File: config.mk
export PLATFORM = sky130hd
export DESIGN_NAME = booth_mult_r4
export DESIGN_NICKNAME = d
export VERILOG_FILES = /design/src/rtl/booth_pkg.sv /design/src/rtl/booth_r4_recoder.sv /design/src/rtl/booth_mult_r4.sv
export SDC_FILE = /design/constraint.sdc
export NUM_CORES = 1
export LEC_CHECK = 0
export ABC_AREA = 1
export CORE_UTILIZATION = 54
export CTS_CLUSTER_DIAMETER = 30
export DETAILED_ROUTE_END_ITERATION = 16
export GPL_ROUTABILITY_DRIVEN = 0
export PLACE_DENSITY = 0.79
export SLEW_MARGIN = 40
export SYNTH_ARGS = -nofsm -noshare
export SYNTH_HDL_FRONTEND = slang
export SYNTH_SLANG_ARGS = --single-unit
File: constraint.sdc
create_clock -name clk -period 2.7 [get_ports clk]
set_input_delay 0.54 -clock clk [delete_from_list [all_inputs] [get_ports clk]]
set_output_delay 0.54 -clock clk [all_outputs]
set_load 0.02 [all_outputs]
File: src/rtl/booth_pkg.sv
// Shared types and helpers for the radix-4 Booth multiplier.
//   boothState_t : controller states (IDLE, CALC, DONE)
//   recodeMag_t  : magnitude selected by a Booth group (0, 1M, 2M)
//   recode_t     : recoder output {selZero, sel2x, neg}
//   nstepOf()    : number of radix-4 iterations for a given operand width
package booth_pkg;

  typedef enum logic [1:0] {
    IDLE = 2'd0,
    CALC = 2'd1,
    DONE = 2'd2
  } boothState_t;

  typedef enum logic [1:0] {
    ZERO = 2'd0,
    PM1  = 2'd1,
    PM2  = 2'd2
  } recodeMag_t;

  typedef struct packed {
    logic selZero;
    logic sel2x;
    logic neg;
  } recode_t;

  // Operands are extended by two bits, so WIDTH/2+1 groups cover all of Q.
  function automatic int unsigned nstepOf(input int unsigned width);
    return width / 2 + 1;
  endfunction

endpackage

File: src/rtl/booth_r4_recoder.sv
// Combinational radix-4 Booth recoder.
//   grp : {q[i+1], q[i], q[i-1]} multiplier bit group
//   rec : {selZero, sel2x, neg} partial-product select
module booth_r4_recoder
  import booth_pkg::*;
(
  input  logic [2:0] grp,
  output recode_t    rec
);

  recodeMag_t mag;
  logic       neg;

  // Group -> digit in {-2,-1,0,+1,+2}
  always_comb begin
    mag = ZERO;
    neg = 1'b0;
    case (grp)
      3'b001, 3'b010: mag = PM1;
      3'b011:         mag = PM2;
      3'b100: begin
        mag = PM2;
        neg = 1'b1;
      end
      3'b101, 3'b110: begin
        mag = PM1;
        neg = 1'b1;
      end
      default: ;
    endcase
  end

  assign rec = '{selZero: (mag == ZERO), sel2x: (mag == PM2), neg: neg};

endmodule

File: src/rtl/booth_mult_r4.sv
// Radix-4 (modified) Booth sequential multiplier, signed or unsigned.
// Retires two multiplier bits per cycle; start/ready/done handshake with
// back-to-back issue from the DONE state.
//   clk, rst    : clock, synchronous active-high reset
//   start       : request, sampled only while ready
//   signed_mode : 1 = two's-complement operands, 0 = unsigned
//   a_in, b_in  : multiplicand / multiplier, captured on accepted start
//   ready       : can accept start (IDLE or DONE)
//   busy        : computing (CALC)
//   done        : one-cycle pulse, product valid
//   product     : 2*WIDTH result, held until the next result lands
module booth_mult_r4
  import booth_pkg::*;
#(
  parameter int unsigned WIDTH = 8
) (
  input  logic                 clk,
  input  logic                 rst,
  input  logic                 start,
  input  logic                 signed_mode,
  input  logic [WIDTH-1:0]     a_in,
  input  logic [WIDTH-1:0]     b_in,
  output logic                 ready,
  output logic                 busy,
  output logic                 done,
  output logic [2*WIDTH-1:0]   product
);

  localparam int unsigned NSTEP = nstepOf(WIDTH);
  localparam int unsigned CNTW  = $clog2(NSTEP);
  localparam int unsigned QW    = WIDTH + 2;
  localparam int unsigned AW    = WIDTH + 3;
  localparam int unsigned SW    = AW + QW + 1;

  if ((WIDTH % 2) != 0 || WIDTH < 4) begin : gBadWidth
    $error("booth_mult_r4: WIDTH must be even and >= 4");
  end

  boothState_t     state;
  logic [CNTW-1:0] cnt;
  logic [QW-1:0]   mReg;
  logic [QW-1:0]   qReg;
  logic            qm1;
  logic [AW-1:0]   accA;

  recode_t         rec;
  logic [AW-1:0]   mOne;
  logic [AW-1:0]   mTwo;
  logic [AW-1:0]   addend;
  logic [AW-1:0]   sum;
  logic [SW-1:0]   shifted;
  logic [AW-1:0]   nextA;
  logic [QW-1:0]   nextQ;
  logic            nextQm1;

  // Operand extension to WIDTH+2 bits according to the mode
  function automatic logic [QW-1:0] extend(input logic [WIDTH-1:0] x, input logic sgn);
    return sgn ? {{2{x[WIDTH-1]}}, x} : {2'b00, x};
  endfunction

  booth_r4_recoder uRecoder (
    .grp ({qReg[1], qReg[0], qm1}),
    .rec (rec)
  );

  // One radix-4 step: add the selected +/-M or +/-2M, then shift {A,Q,q-1} right by 2
  always_comb begin
    mOne    = {mReg[QW-1], mReg};
    mTwo    = {mReg, 1'b0};
    addend  = rec.selZero ? '0 : (rec.sel2x ? mTwo : mOne);
    addend  = rec.neg ? ~addend : addend;
    sum     = accA + addend + AW'(rec.neg);
    shifted = {{2{sum[AW-1]}}, sum, qReg, qm1} >> 2;
    nextA   = shifted[SW-1 -: AW];
    nextQ   = shifted[QW:1];
    nextQm1 = shifted[0];
  end

  // Controller and datapath registers
  always_ff @(posedge clk) begin
    if (rst) begin
      state   <= IDLE;
      ready   <= 1'b1;
      busy    <= 1'b0;
      done    <= 1'b0;
      product <= '0;
      cnt     <= '0;
      mReg    <= '0;
      qReg    <= '0;
      qm1     <= 1'b0;
      accA    <= '0;
    end else begin
      case (state)
        IDLE, DONE: begin
          done <= 1'b0;
          if (start) begin
            state <= CALC;
            ready <= 1'b0;
            busy  <= 1'b1;
            cnt   <= '0;
            mReg  <= extend(a_in, signed_mode);
            qReg  <= extend(b_in, signed_mode);
            qm1   <= 1'b0;
            accA  <= '0;
          end else begin
            state <= IDLE;
            ready <= 1'b1;
            busy  <= 1'b0;
          end
        end
        CALC: begin
          accA <= nextA;
          qReg <= nextQ;
          qm1  <= nextQm1;
          cnt  <= cnt + CNTW'(1);
          if (cnt == CNTW'(NSTEP - 1)) begin
            // After WIDTH+2 bits of shift {A,Q} is the exact product
            product <= {nextA[WIDTH-3:0], nextQ};
            state   <= DONE;
            done    <= 1'b1;
            ready   <= 1'b1;
            busy    <= 1'b0;
          end
        end
        default: begin
          state <= IDLE;
          ready <= 1'b1;
          busy  <= 1'b0;
          done  <= 1'b0;
        end
      endcase
    end
  end

endmodule

==> summary.md <==
| Metric | Value |
|---|---|
| Worst Hold Class | `flip-flop to flip-flop` |
| Drc violations | `0` |
| RR Endpoint | `accA[3]` |
| Final worst slack | `between 0.06 and 0.07 ns` |
| Via count | `about 2,700` |
| Post-route design area | `0.00336 mm²` |
| Router iterations before antenna repair | `4` |
| Post-placement setup slack | `-0.0227 ns` |
| Final Hold Viols | `0` |
| Post-layout utilization of the core | `70.3%` |
| Clock Tree Root | `clkbuf_8` |
| # rows | `25` |
| Detail Route met2 WL | `3.25 mm` |
| Tcrit/Tclk final | `97.4%` |
| Post-synth top area cell | `dfxtp_1` |
| Max Fclk | `0.380 GHz` |
| Mapped Area | `0.00272 mm²` |
| Largest net degree at the start of global routing | `24` |
| CTS tree | `built` |
| Skew final | `0.00538 ns` |
| Min-delay src | `ready` |
| Post-synth EDFFs | `0` |
| Kind of critical path | `flip-flop to flip-flop` |
| Starting density of the core | `56.9%` |
| Crit Reg-Reg Startpoint | `qReg[0]` |
| Dominant synthesized flop cell | `dfxtp_1` |
| Clk sinks | `52` |
| Vias in the first global route | `between 2,000 and 2,500` |
| Worst vdd ir | `0.422 mV` |
| Fin nets | `450` |
| Core area | `~0.0048 mm²` |
| Area Growth Syn to Fin | `23.5%` |
| Vias per cell | `5.52` |
| Commonest cells post-synth | `nand2_1 (78), dfxtp_1 (52), inv_1 (36), nor2_1 (33), a21oi_1 (26)` |
| Inst Count DP | `approximately 470` |
| Sequential share of the synthesized area | `38.2%` |
| DIE AREA | `roughly 0.0053 mm²` |
| RSZ-0062 raised after global routing | `yes` |
| Worst setup path endpoint | `accA[3]` |
| YS warnings | `0` |
| Worst EP arrival | `between 2 and 3 ns` |
| Comb pwr share | `27.7%` |
| Detail Route Antenna Nets | `0` |
| Number of I/O pins | `39` |
| Most common cell in the netlist | `nand2_1` |
| Maxcap violations | `0` |
| Tmin final | `between 2 and 3 ns` |
| Setup crit start | `qReg[0]` |
| Async S/R FF share, synth | `0%` |
| Die W | `73.0 µm` |
| Max-slew headroom | `approximately 64%` |
| Sw frac | `33.0%` |
| Share of cells above drive strength 1 | `12.6%` |
| Syn_nets | `407` |
| Uppermost layer routed | `met4` |
| DP Area | `0.00318 mm²` |
| Met3 WL post-DR | `about 330 µm` |
| Status | `complete, no violations` |
| R2R cell count | `15` |
| WHS | `0.463 ns` |
| Total CTS buffers | `5` |
| Req. time, crit path | `2.91 ns` |
| Antenna diodes | `0` |
| Total GRT Usage | `25.8%` |
| First-pass GRT wire length | `10.7 mm` |
| FF+latch count, synth | `52` |
| Yosys top cell area share | `38.2%` |
| Die span in y | `73.0 µm` |
| Final Setup Violations | `0` |
| Distinct cells, synth | `39` |
| Iteration-0 DRC Markers | `160` |
| Met1 WL | `roughly 3 mm` |
| Final max-slew violation count | `0` |
| Clock buffer depth | `2` |
| Later-pin clock latency in the skew report | `between 0.3 and 0.4 ns` |
| Cell Count, Final, Fillers Out | `481` |
| # fillers | `412` |
| CP max FO | `9` |
| Worst-path clk slew | `0.10 ns` |
| Total gr overflow | `0` |
| Crit. End Element | `flip-flop` |
| Critical path launch point type | `flip-flop` |
| H-tree depth | `2` |
| Initial antenna violation count | `0` |
| # port buffers | `38` |
| Ranking of synthesized cells by area | `dfxtp_1 (38%), nand2_1 (11%), ha_1 (7.3%)` |
| Worst-Margin Slew | `0.546 ns` |
| Cells after synthesis | `370` |
| HPWL after DPL | `roughly 4.8 mm` |
| Final wirelength | `6.68 mm` |
| Internal | `1.23 mW` |
| Leak pwr | `between 1.5 and 2 nW` |
| Clock Power Share | `26.4%` |
| WL/cell | `approximately 14 µm` |
| P_sw | `0.603 mW` |
| Cell Pwr Density | `544 mW/mm²` |
| Syn Area/Cell | `7.36 µm²` |
| Flop-to-flop setup slack | `0.07 ns` |
| Reg power frac | `a little under half` |
==> logic make-up (layout without fill, tap and decap cells) <==
family	count (synthesis)	count (layout)	share of synthesized area, %
AND/OR/NAND/NOR	156	156	24.9
AO/OA/AOI/OAI	77	77	16.9
buffers and inverters	56	100	8.08
flip-flops	52	52	38.2
adder cells (fa/ha/maj)	17	17	8.08
XOR/XNOR	12	12	3.86
==> layout make-up <==
class,count,area (µm²),share of cell area (%)
Multi-Input combinational cell,262,1510,45.0
Clock buffer,6,82.6,2.46
Sequential cell,52,1040,31.0
Timing Repair Buffer,49,463,13.8
Clock inverter,2,13.8,0.409
Tap cell,67,83.8,2.49
Inverter,43,164,4.87
==> cells in the final DEF, fill, tap and decap left out, types with 2 or more instances in the layout <==
cell and count:
nand3_1 21, nor2_2 4, nor3_1 7, clkbuf_8 6
buf_4 11, ha_2 2, ha_1 13, clkdlybuf4s50_1 38
a21oi_1 23, a31oi_1 3, nand2_2 6, dfxtp_1 51
nand2_1 77, o22ai_1 9, a211oi_1 2, o221ai_1 5
xor2_1 11, a21oi_2 5, nor2_1 33, o21ai_0 18
inv_1 35, nand4_1 2, inv_2 7, o21ai_1 3
a32o_1 2
==> critical path: stages (launching register included) <==
cell and delay, ns:
dfxtp_1 0.38, inv_2 0.08, ha_4 0.28, inv_2 0.04
buf_4 0.15, o22ai_1 0.21, xor2_1 0.27, ha_1 0.29
nand2_1 0.06, nand2_1 0.07, o21bai_1 0.18, inv_1 0.06
nand2_1 0.08, xnor2_2 0.20, buf_4 0.14, o21ai_1 0.05
==> registers in the layout, summed over array words and instances (netlist names) <==
signal   flops
busy         1
qReg        10
state        1
cnt          3
accA         9
qm1          1
product     16
ready        1
done         1
mReg         9
==> worst min-delay path by stage <==
stage | end | cells after the start
6_report | ready | 2
5_1_grt | ready | 2
4_1_cts | ready | 2
3_5_place_dp | ready | 2
3_3_place_gp | ready | 2
2_1_floorplan | product[0] | 2
==> routing by layer <==
metal | up-vias | track usage [%]
met4 | 0 | 10.7
li1 | 1311 | -
met3 | 12 | 4.56
met1 | 1254 | 32.8
met5 | - | 0
met2 | 79 | 42.8
==> what timing repair did <==
item	in CTS	in global routing
cloned	0	0
resized for setup	1	11
setup endpoints to repair	1	13
hold buffers	0	0
buffers inserted	0	5
pin swaps	0	10
==> per-stage QoR <==
step	total power, mW	TNS, ns
5_1_grt	1.91	-0.342
6_report	1.83	0
2_1_floorplan	1.17	0
3_3_place_gp	1.28	0
4_1_cts	1.77	0
3_5_place_dp	1.29	-0.0227
==> power groups by stage <==
| stage | Combinational, mW | Sequential (mW) | Clock [mW] |
|---|---|---|---|
| floorplan | 0.318 | 0.851 | 0 |
| global placement | 0.428 | 0.855 | 0 |
| detailed placement | 0.438 | 0.856 | 0 |
| CTS | 0.446 | 0.839 | 0.485 |
| global route | 0.556 | 0.845 | 0.514 |
| finish | 0.507 | 0.840 | 0.482 |
Power figures use the tool's default switching activity.
